**config.mk**
```make
export PLATFORM = sky130hd
export DESIGN_NAME = player_motion_ctl
export DESIGN_NICKNAME = d
export VERILOG_FILES = /design/src/rtl/player_pkg.sv /design/src/rtl/player_motion_ctl_tick_gen.sv /design/src/rtl/player_motion_ctl.sv
export SDC_FILE = /design/constraint.sdc
export NUM_CORES = 1
export LEC_CHECK = 0
export ABC_AREA = 1
export CORE_AREA = 2 2 79 81
export DETAILED_ROUTE_END_ITERATION = 10
export DIE_AREA = 0 0 81 83
export GPL_ROUTABILITY_DRIVEN = 0
export MAX_ROUTING_LAYER = met4
export PLACE_DENSITY_LB_ADDON = 0.25
export SYNTH_ARGS = -nofsm -noshare
export SYNTH_HDL_FRONTEND = slang
export SYNTH_HIERARCHICAL = 1
export SYNTH_SLANG_ARGS = --single-unit
```
**constraint.sdc**
```tcl
create_clock -name clk -period 3.7 [get_ports clk]
set_input_delay 0.555 -clock clk [delete_from_list [all_inputs] [get_ports clk]]
set_output_delay 0.555 -clock clk [all_outputs]
set_load 0.05 [all_outputs]
```
**src/rtl/player_pkg.sv**
```systemverilog
// Shared types and default constants for the player motion controller.
package player_pkg;

    localparam int unsigned HOR_PIXELS    = 640;
    localparam int unsigned PLAYER_WIDTH  = 32;
    localparam int unsigned MAX_SPEED     = 6;
    localparam int unsigned ACCEL_TICKS   = 4;
    localparam int unsigned FIRE_COOLDOWN = 20;
    localparam int unsigned SPEED_W       = 4;

    typedef enum logic [1:0] {
        DIR_NONE,
        DIR_LEFT,
        DIR_RIGHT
    } dir_t;

    typedef enum logic {
        ST_IDLE,
        ST_MOVE
    } motion_state_t;

endpackage

```
**src/rtl/player_motion_ctl_tick_gen.sv**
```systemverilog
// Free-running divider with a registered one-cycle strobe after each full period.
module tick_gen #(
    parameter int unsigned DIV = 650000
) (
    input  logic clk,
    input  logic rst,
    output logic tick_o
);

    localparam int unsigned CNT_W = (DIV > 1) ? $clog2(DIV) : 1;

    logic [CNT_W-1:0] cnt_q, cnt_d;
    logic             tick_q, tick_d;

    always_comb begin
        tick_d = (cnt_q == CNT_W'(DIV - 1));
        cnt_d  = tick_d ? '0 : cnt_q + CNT_W'(1);
    end

    always_ff @(posedge clk) begin
        if (rst) begin
            cnt_q  <= '0;
            tick_q <= 1'b0;
        end else begin
            cnt_q  <= cnt_d;
            tick_q <= tick_d;
        end
    end

    assign tick_o = tick_q;

endmodule

```
**src/rtl/player_motion_ctl.sv**
```systemverilog
// Player x-position controller: tick-paced acceleration ramp, edge clamping,
// freeze input and edge-triggered fire with cooldown.
module player_motion_ctl #(
    parameter int unsigned PLAYER_WIDTH  = player_pkg::PLAYER_WIDTH,
    parameter int unsigned XPOS_W        = 12,
    parameter int unsigned TICK_DIV      = 650000,
    parameter int unsigned MIN_SPEED     = 1,
    parameter int unsigned MAX_SPEED     = player_pkg::MAX_SPEED,
    parameter int unsigned ACCEL_TICKS   = player_pkg::ACCEL_TICKS,
    parameter int unsigned FIRE_COOLDOWN = player_pkg::FIRE_COOLDOWN,
    parameter int unsigned MIN_X         = 0,
    parameter int unsigned MAX_X         = player_pkg::HOR_PIXELS - PLAYER_WIDTH,
    parameter int unsigned INIT_X        = player_pkg::HOR_PIXELS / 2
) (
    input  logic              clk,
    input  logic              rst,
    input  logic              enable,
    input  logic              button_left,
    input  logic              button_right,
    input  logic              button_fire,
    output logic [XPOS_W-1:0] xpos,
    output logic [3:0]        speed,
    output logic              moving,
    output logic              fire_pulse,
    output logic              tick
);

    import player_pkg::*;

    localparam int unsigned POS_W  = XPOS_W + 1;
    localparam int unsigned ACC_W  = (ACCEL_TICKS > 1) ? $clog2(ACCEL_TICKS) : 1;
    localparam int unsigned COOL_W = (FIRE_COOLDOWN > 0) ? $clog2(FIRE_COOLDOWN + 1) : 1;

    motion_state_t       state_q, state_d;
    dir_t                last_dir_q, last_dir_d;
    dir_t                dir_c;
    logic [XPOS_W-1:0]   xpos_q, xpos_d;
    logic [SPEED_W-1:0]  speed_q, speed_d;
    logic [ACC_W-1:0]    acc_q, acc_d;
    logic [COOL_W-1:0]   cool_q, cool_d;
    logic                moving_q, moving_d;
    logic                fire_pulse_q, fire_pulse_d;
    logic                fire_prev_q, fire_prev_d;
    logic [POS_W-1:0]    pos_w, spd_w;
    logic                tick_c;

    tick_gen #(.DIV(TICK_DIV)) u_tick_gen (
        .clk    (clk),
        .rst    (rst),
        .tick_o (tick_c)
    );

    always_comb begin
        if (button_left && !button_right) begin
            dir_c = DIR_LEFT;
        end else if (button_right && !button_left) begin
            dir_c = DIR_RIGHT;
        end else begin
            dir_c = DIR_NONE;
        end
    end

    // Motion FSM, ramp and clamped position; all motion work happens on tick.
    always_comb begin
        state_d    = state_q;
        last_dir_d = last_dir_q;
        xpos_d     = xpos_q;
        speed_d    = speed_q;
        acc_d      = acc_q;
        pos_w      = {1'b0, xpos_q};
        spd_w      = '0;

        if (!enable) begin
            state_d    = ST_IDLE;
            last_dir_d = DIR_NONE;
            speed_d    = '0;
            acc_d      = '0;
        end else if (tick_c) begin
            last_dir_d = dir_c;
            if (dir_c == DIR_NONE) begin
                state_d = ST_IDLE;
                speed_d = '0;
                acc_d   = '0;
            end else if (dir_c != last_dir_q || state_q == ST_IDLE) begin
                state_d = ST_MOVE;
                speed_d = SPEED_W'(MIN_SPEED);
                acc_d   = '0;
            end else if (acc_q == ACC_W'(ACCEL_TICKS - 1)) begin
                acc_d   = '0;
                speed_d = (speed_q >= SPEED_W'(MAX_SPEED)) ? SPEED_W'(MAX_SPEED)
                                                           : speed_q + SPEED_W'(1);
            end else begin
                acc_d = acc_q + ACC_W'(1);
            end

            // One extra bit keeps the edge comparisons free of wraparound.
            spd_w = POS_W'(speed_d);
            if (dir_c == DIR_LEFT) begin
                if (pos_w < POS_W'(MIN_X) + spd_w) begin
                    xpos_d = XPOS_W'(MIN_X);
                end else begin
                    xpos_d = XPOS_W'(pos_w - spd_w);
                end
            end else if (dir_c == DIR_RIGHT) begin
                if (pos_w + spd_w > POS_W'(MAX_X)) begin
                    xpos_d = XPOS_W'(MAX_X);
                end else begin
                    xpos_d = XPOS_W'(pos_w + spd_w);
                end
            end
        end

        moving_d = (state_d == ST_MOVE);
    end

    // Fire edge detect; the cooldown keeps counting down even while frozen.
    always_comb begin
        fire_prev_d  = button_fire;
        fire_pulse_d = 1'b0;
        cool_d       = cool_q;
        if (enable && button_fire && !fire_prev_q && cool_q == '0) begin
            fire_pulse_d = 1'b1;
            cool_d       = COOL_W'(FIRE_COOLDOWN);
        end else if (tick_c && cool_q != '0) begin
            cool_d = cool_q - COOL_W'(1);
        end
    end

    always_ff @(posedge clk) begin
        if (rst) begin
            state_q      <= ST_IDLE;
            last_dir_q   <= DIR_NONE;
            xpos_q       <= XPOS_W'(INIT_X);
            speed_q      <= '0;
            acc_q        <= '0;
            cool_q       <= '0;
            moving_q     <= 1'b0;
            fire_pulse_q <= 1'b0;
            fire_prev_q  <= 1'b0;
        end else begin
            state_q      <= state_d;
            last_dir_q   <= last_dir_d;
            xpos_q       <= xpos_d;
            speed_q      <= speed_d;
            acc_q        <= acc_d;
            cool_q       <= cool_d;
            moving_q     <= moving_d;
            fire_pulse_q <= fire_pulse_d;
            fire_prev_q  <= fire_prev_d;
        end
    end

    assign xpos       = xpos_q;
    assign speed      = speed_q;
    assign moving     = moving_q;
    assign fire_pulse = fire_pulse_q;
    assign tick       = tick_c;

endmodule

```
**After elaboration in Yosys (flattened, before gate mapping)**

Index checks and enable logic that the tools add are counted.

- Bits in registers: 49
- Input port bits: 6
- Output and inout bits: 19
- Word-level logic and storage cells: 68

- Add/subtract/negate cells: 6
- $lt $le $gt $ge: 3
- Equal/unequal tests: 5
- Mux-type cells: 20
- Bitwise logic cells: 2
- Reduce and logical (&&, ||, !) cells: 21

Operators by type and width:

| cell | number |
|---|---|
| 2-to-1 mux 12 bit | 4 |
| 2-to-1 mux 4 bit | 6 |
| adder 20 x 1 -> 20 bit (second input constant) | 1 |
| equality test 20 bit (second input constant) | 1 |
| adder 12 x 4 -> 13 bit | 1 |
| greater-than comparator 13 x 10 -> 1 bit (second input constant) | 1 |
| less-than comparator 12 x 4 -> 1 bit | 1 |
| subtractor 12 x 4 -> 12 bit | 1 |
| 2-to-1 mux 2 bit | 5 |
| 2-to-1 mux 5 bit | 2 |
| logical AND 1 bit | 6 |
| nonzero test 2 bit | 3 |
| OR reduction 2 bit | 3 |
| zero test 5 bit | 1 |
| nonzero test 5 bit | 1 |
| subtractor 5 x 1 -> 5 bit (second input constant) | 1 |
| adder 4 x 1 -> 4 bit (second input constant) | 1 |
| equality test 2 bit (second input constant) | 2 |
| greater-or-equal comparator 4 x 3 -> 1 bit (second input constant) | 1 |
| zero test 1 bit | 3 |
| 2-to-1 mux 1 bit | 3 |
| AND reduction 3 bit | 1 |
| adder 2 x 1 -> 2 bit (second input constant) | 1 |
| equality test 2 x 1 -> 1 bit (second input constant) | 1 |
| other kinds (5) | 6 |

**Longest topological paths before layout**

Gate-level depths: netlist (run 1).

- Depth after elaboration: 15
- Mapped depth: 24
- Mapped depth without buffers: 24

**Modules after synthesis**

The synthesis (run 1) kept the hierarchy.

Modules (own cells, without submodules):

| module | times used | cells an instance | area an instance (sq um) | seq. area each (sq um) |
|---|---|---|---|---|
| player_motion_ctl | 1 | 309 | 2088.3 | 560.5 |
| tick_gen | 1 | 160 | 1061.0 | 420.4 |

**Worst setup path after synthesis (run 1)**

Ideal clock, no wire load.

- Path kind: register -> register
- Start point: register speed_q[0] (netlist: speed[0])
- End point: register xpos_q[6] (netlist: xpos[6])
- Library setup time: 0.115 ns
- Arrival time: 3.161 ns
- Required time: 3.585 ns
- Setup slack: 0.423 ns
- Stages on the path, launching flop included: 25
- Buffers on the path: 0
- Clock period less this slack: 3.277 ns
- Cells stage by stage: dfxtp_1 inv_1 ha_1 nor2_1 inv_1 a21oi_1 nand3_1 a31oi_1 ha_1 inv_1 fa_1 inv_1 nand2_1 nand2_2 nand2_2 nor2_2 nand3_1 nand2_1 inv_2 nor2_8 nand2_4 nand2_4 nand2_1 nand2_1 nand2_1

- Longest elaborated chain between the ends: 12
- Elaborated cells between the ends (all ways): 16
- Those cells by class: 3 x add/sub; 3 x order compare; 10 x mux

Ends and longest elaborated chain:

| element | RTL line | source |
|---|---|---|
| start: declaration | player_motion_ctl.sv:38 | `logic [SPEED_W-1:0] speed_q, speed_d;` |
| start signal: assignment | player_motion_ctl.sv:144 | `speed_q <= speed_d;` |
| adder 4 x 1 -> 4 bit or greater-or-equal comparator 4 x 3 -> 1 bit (tied branches) | player_motion_ctl.sv:91, player_motion_ctl.sv:90 |  |
| 2-to-1 mux 4 bit | player_motion_ctl.sv:90 | `speed_d = (speed_q >= SPEED_W'(MAX_SPEED)) ? SPEED_W'(MAX_SPEED)` |
| 2-to-1 mux 4 bit * | player_motion_ctl.sv:88 | `end else if (acc_q == ACC_W'(ACCEL_TICKS - 1)) begin` |
| 2-to-1 mux 4 bit * | player_motion_ctl.sv:84 | `end else if (dir_c != last_dir_q \|\| state_q == ST_IDLE) begin` |
| 2-to-1 mux 4 bit * | player_motion_ctl.sv:80 | `if (dir_c == DIR_NONE) begin` |
| 2-to-1 mux 4 bit * | player_motion_ctl.sv:78 | `end else if (tick_c) begin` |
| 2-to-1 mux 4 bit * | player_motion_ctl.sv:73 | `if (!enable) begin` |
| adder 12 x 4 -> 13 bit | player_motion_ctl.sv:108 | `xpos_d = XPOS_W'(pos_w + spd_w);` |
| greater-than comparator 13 x 10 -> 1 bit | player_motion_ctl.sv:105 | `if (pos_w + spd_w > POS_W'(MAX_X)) begin` |
| 2-to-1 mux 12 bit | player_motion_ctl.sv:105 |  |
| 2-to-1 mux 12 bit | player_motion_ctl.sv:104 | `end else if (dir_c == DIR_RIGHT) begin` |
| 2-to-1 mux 12 bit * | player_motion_ctl.sv:98 | `if (dir_c == DIR_LEFT) begin` |
| end signal: assignment | player_motion_ctl.sv:133 | `xpos_q <= XPOS_W'(INIT_X);` |
| end signal: assignment | player_motion_ctl.sv:143 | `xpos_q <= xpos_d;` |
| end: declaration | player_motion_ctl.sv:37 | `logic [XPOS_W-1:0] xpos_q, xpos_d;` |

Every way passes the cells marked *; elsewhere a longest branch is shown, timed or not. The select of a mux whose other input is x is not followed.
A chain may end at the register's enable or synchronous reset.

**Final worst setup path (run 1)**

- Start point: input button_left
- End point: register xpos_q[6] (netlist: xpos[6])

- Longest elaborated chain between the ends: 15
- Elaborated cells between the ends (all ways): 24
- Those cells by class: 2 x add/sub; 2 x order compare; 3 x eq/ne; 10 x mux; 7 x reduce/logical

Ends and longest elaborated chain:

| element | RTL line | source |
|---|---|---|
| start: declaration | player_motion_ctl.sv:18 | `input logic button_left,` |
| zero test 1 bit | player_motion_ctl.sv:56 | `end else if (button_right && !button_left) begin` |
| logical AND 1 bit | player_motion_ctl.sv:56 |  |
| 2-to-1 mux 2 bit | player_motion_ctl.sv:56 |  |
| 2-to-1 mux 2 bit * | player_motion_ctl.sv:54 | `if (button_left && !button_right) begin` |
| via dir_c[1] | player_motion_ctl.sv:36 | `dir_t dir_c;` |
| != test 2 bit | player_motion_ctl.sv:84 |  |
| logical OR 1 bit | player_motion_ctl.sv:84 |  |
| 2-to-1 mux 4 bit | player_motion_ctl.sv:84 |  |
| 2-to-1 mux 4 bit | player_motion_ctl.sv:80 |  |
| 2-to-1 mux 4 bit | player_motion_ctl.sv:78 |  |
| 2-to-1 mux 4 bit | player_motion_ctl.sv:73 |  |
| adder 12 x 4 -> 13 bit | player_motion_ctl.sv:108 |  |
| greater-than comparator 13 x 10 -> 1 bit | player_motion_ctl.sv:105 |  |
| 2-to-1 mux 12 bit | player_motion_ctl.sv:105 |  |
| 2-to-1 mux 12 bit | player_motion_ctl.sv:104 |  |
| 2-to-1 mux 12 bit | player_motion_ctl.sv:98 |  |

Mark *: on every way through the listed nets, which the timed path passes. The rest lies on a longest branch. The select of a mux whose other input is x is not followed.

==> results of run 1 <==
sequential cells by signal, indices dropped and copies added, names as in the netlist:
signal	cells
fire_prev_q	1
u_tick_gen/cnt_q	20
acc_q	2
u_tick_gen/tick_o	1
cool_q	5
last_dir_q	2
fire_pulse	1
xpos	12
moving	1
speed	4
worst paths after layout:
kind                            slack (ns)  depth (start not counted)                   to           startpoint
worst max-delay path                  0.31                         23              xpos[6]          button_left
worst min-delay path                  0.45                          1  u_tick_gen/cnt_q[0]  u_tick_gen/cnt_q[0]
worst max register to register        0.44                         24              xpos[6]             speed[0]
worst min register to register        0.45                          1  u_tick_gen/cnt_q[0]  u_tick_gen/cnt_q[0]
critical path: cells and delay by family:
family	cells	cell delay (ns)
AOI/OAI and AO/OA	1	0.30
adders and majority gates	3	0.83
buffers and inverters	5	0.72
and+or+nand+nor	14	1.17
kinds of logic (layout without fill, tap and decap cells):
group                      Yosys count  after routing
and+or+nand+nor                    233            233
buffers and inverters               85            121
AOI/OAI and AO/OA                   66             66
DFF                                 49             49
xor gates and xnor gates            19             19
adders and majority gates           17             17
power breakdown:
part	switching [mW]	leakage (nW)	internal, mW
combinational	0.0410	1.12	0.0268
sequential	0.00347	0.396	0.532
clock	0.176	0.0681	0.268
total	0.221	1.59	0.827
placed cells by master (no fill, tap or decap), drive strengths merged, types with 11 or more instances in the layout:
cell / instances
a21oi: 33
clkdlybuf4s50: 24
dfxtp: 49
ha: 15
inv: 79
nand2: 108
nand3: 34
nand4: 11
nor2: 69
o21ai: 24
xor2: 14
synth_stat cells, types with 3 or more instances:
cell / n
o21ai_0: 20
a31oi_1: 3
xor2_1: 14
inv_2: 8
nand3_1: 31
ha_1: 15
o21ai_1: 3
a21oi_1: 31
nor2_1: 64
nand3_2: 3
nand4_1: 11
nor2_2: 3
nand2_1: 95
nor4_1: 5
a211oi_1: 3
nand2_4: 4
nor3_2: 3
nand2_2: 9
inv_1: 71
xnor2_1: 5
clkbuf_1: 4
dfxtp_1: 49
stage by stage:
stage          std cells  instance area (um2)
2_1_floorplan        469                 3149
3_3_place_gp         572                 3523
3_5_place_dp         572                 3523
4_1_cts              580                 3657
5_1_grt              580                 3657
6_report             580                 3657
final cells by class:
class	count	area, um2
fillers	552	2158
multi-input cells	335	1837
flip-flops and latches	49	980.9
repair buffers	34	315.3
inverters	79	296.5
well taps	75	93.84
clock buffers	5	68.82
clock inverters	3	65.06
per-layer routing:
layer  wire length [um]  vias to the layer above  global-route usage [%]
met5                  0                        -                       -
met4                 42                        0                   5.393
met3                290                        4                   3.152
met2               3411                       69                   36.66
met1               3148                     1360                   28.30
li1                   -                     1567                       -
==> results by stage, run 1 <==
Logic synthesis:
- Each instance of the synthesized netlist takes up on average 6.715 um2.
- For this run, the number of Yosys warnings is 6.
- Synthesis inferred 49 register bits.
- After Yosys synthesis, and, or, nand and nor cells account for 34.33% of the synthesized area.
- By area, the combinational part of the netlist is dominated by simple AND/OR/NAND/NOR gates.
- The complex-gate fraction of the synthesized area is 11.48%.
- The synthesized design contains 0 enable-type register cells.
- The post-synthesis adder-cell area fraction is 7.231%.
- The fraction of the yosys area taken by sequential cells is 31.15%.
- The cell area that synthesis handed to floorplanning was 3149 um2.
- The fraction of synthesis flops using an asynchronous set or reset pin is 0%.
- The mux contribution to synthesized area is 0%.
- Counting every instance in the synthesized netlist gives 469.
- In the post-synthesis netlist, the biggest area contributors are dfxtp_1 (31%), nand2_1 (11%), inv_1 (8.5%).
- Summing the areas of all xor and xnor instances in the mapped netlist gives 5.284% of the synthesized area.
- Counting every net in the synthesized netlist gives 492.
- The netlist uses 34 different library cells.
- The dominant synthesized flop cell is dfxtp_1.
- Summed over its instances, the top area cell type makes up 31.15% of the synthesized netlist area.
- The library cell with the largest summed area after synthesis is dfxtp_1.

Routing:
- In the final routed layout, each cell accounts on average for 11.88 um.
- The first detailed-routing pass took 5 iterations.
- The mean number of vias per cell is 5.172.
- The count of nets left with antenna violations once routing finished came out at 0.
- The final wirelength is 6893 um.
- In this run, the number of DRC markers left after iteration 0 of detailed routing was 236.
- The final route contains 3000 vias.
- For this run, design rule violations remaining after detail routing come to 0.

Floorplanning:
- The die footprint is 6723 um2.
- The area of the placeable core is 5816 um2.
- The vertical die dimension is 83 um.
- The floorplan has 28 rows.
- The die is 81 um wide.
- The total I/O pin count is 25.
- The initial core utilization is 54.15%.

Timing:
- The tightest hold path in the finished design has a slack of 0.4512 ns.
- Setup repair after global routing left no endpoint under its margin.
- At the pin with the least slew margin, the transition time is 0.6078 ns.
- Derived from the worst setup path, the maximum achievable clock frequency is 0.2952 GHz.
- The number of hold violations in the final report is 0.
- The total count of max-transition violations in the final report is 0.
- The worst pin sits at a relative slew slack of 59.35%.
- Counting I/O delays and the setup requirement, the final critical path takes 3.388 ns.
- The final clock period utilization by the worst path is 91.56%.
- The final worst clock skew is 0.007337 ns.
- For the final routed database, the setup TNS stands at 0 ns.
- Once routing completed, OpenROAD measured the worst setup slack at 0.3122 ns.
- Setup violations remaining at the end of the flow were counted as 0.

Layout:
- Cells with a size suffix above 1 make up 10.50% of the layout.
- From synthesis to final layout, the design area changed by 16.13%.
- The final layout contains 527 nets.
- The number of antenna cells inserted is 0.
- Once layout is complete, the utilization of the core stands at 62.89%.

Worst setup path:
- The worst endpoint required time is 3.90 ns.
- Among the stages of the critical path, the cell type that occurs most often is nand2_1.
- The maximum single-stage delay on the critical path is 0.48 ns.
- The critical path goes through clkdlybuf4s50_1 -> inv_1 -> ha_1 -> nor2_1 -> nor3_1 -> a31oi_1 -> ha_1 -> inv_1 -> fa_1 -> inv_1 -> nand2_1 -> nand2_2 -> nand2_2 -> nor2_2 -> nand3_1 -> nand2_1 -> inv_2 -> nor2_8 -> nand2_4 -> nand2_4 -> nand2_1 -> nand2_1 -> nand2_1.
- The signal arrival time at the worst endpoint is 3.59 ns.
- The critical path is of the in2reg type.
- The highest net fanout along the worst path is 6.
- The category of the worst setup path launch point is an input port.
- The worst setup path is captured at a register.
- The cell at the slowest stage of the critical path is clkdlybuf4s50_1.

Global route:
- The first global-routing pass estimated 11850 um of wire.
- For this run the aggregate overflow at the end of global routing stands at 0.
- The via count of the first global-routing pass came to 2758.
- The number of antenna violations at the first check in global routing is 0.
- The largest net degree at the start of global routing is 19.
- Across every metal layer, demand over resource in global routing totals 22.15%.

Clocking:
- For this design, the CTS-stage hold fixing added 0 buffers.
- The TritonCTS sink count is 49.
- The number of CTS-inserted buffers is 5.
- The post-CTS resize count is 0.
- The clock tree root buffer cell is clkbuf_8.
- The clock passes through at most 2 buffers.
- The number of setup buffers added after CTS is 0.
- The H-tree depth is 2.
- The CTS tree is built.
- The clock latency on the worst-skew pair is 0.30 ns.
- The clock transition at the register clock pins on the worst setup and hold paths after CTS is 0.09 ns.

Power:
- The worst supply voltage drop on vdd is 214.3 uV.
- Overall power consumption after layout is estimated at 1.048 mW.
- In this run the static leakage power is 1.589 nW.
- The power per standard cell area is 286.6 nW/um2.

Placement:
- Summed over all nets, the half-perimeter wirelength after detailed placement is 5368 um.
- At the placement stage, the worst setup path has a slack of -0.003637 ns.
- The count of input and output buffers is 24.

Min path:
- The tightest min-delay check is of the reg2reg type.

Run status:
- The flow ran to the end, and the final reports show no timing, DRC or antenna violations.

Run:
- The max-cap check violation count is 0.
Note: power is estimated with default switching activity, not from simulation.
==> inputs of run 2 (changes only) <==
--- a/config.mk
+++ b/config.mk
@@ -10,6 +10,7 @@
 export DETAILED_ROUTE_END_ITERATION = 10
 export DIE_AREA = 0 0 81 83
 export GPL_ROUTABILITY_DRIVEN = 0
+export HOLD_SLACK_MARGIN = 0.12
 export MAX_ROUTING_LAYER = met4
 export PLACE_DENSITY_LB_ADDON = 0.25
 export SYNTH_ARGS = -nofsm -noshare
==> results of run 2 <==
Same layout as run 1: the final DEF is identical, and so are final timing and power.
==> inputs of run 3 (changes only) <==
--- a/config.mk
+++ b/config.mk
@@ -13,6 +13,7 @@
 export HOLD_SLACK_MARGIN = 0.12
 export MAX_ROUTING_LAYER = met4
 export PLACE_DENSITY_LB_ADDON = 0.25
+export SKIP_LAST_GASP = 1
 export SYNTH_ARGS = -nofsm -noshare
 export SYNTH_HDL_FRONTEND = slang
 export SYNTH_HIERARCHICAL = 1
==> results of run 3 <==
Same layout as run 1: the final DEF is identical, and so are final timing and power.
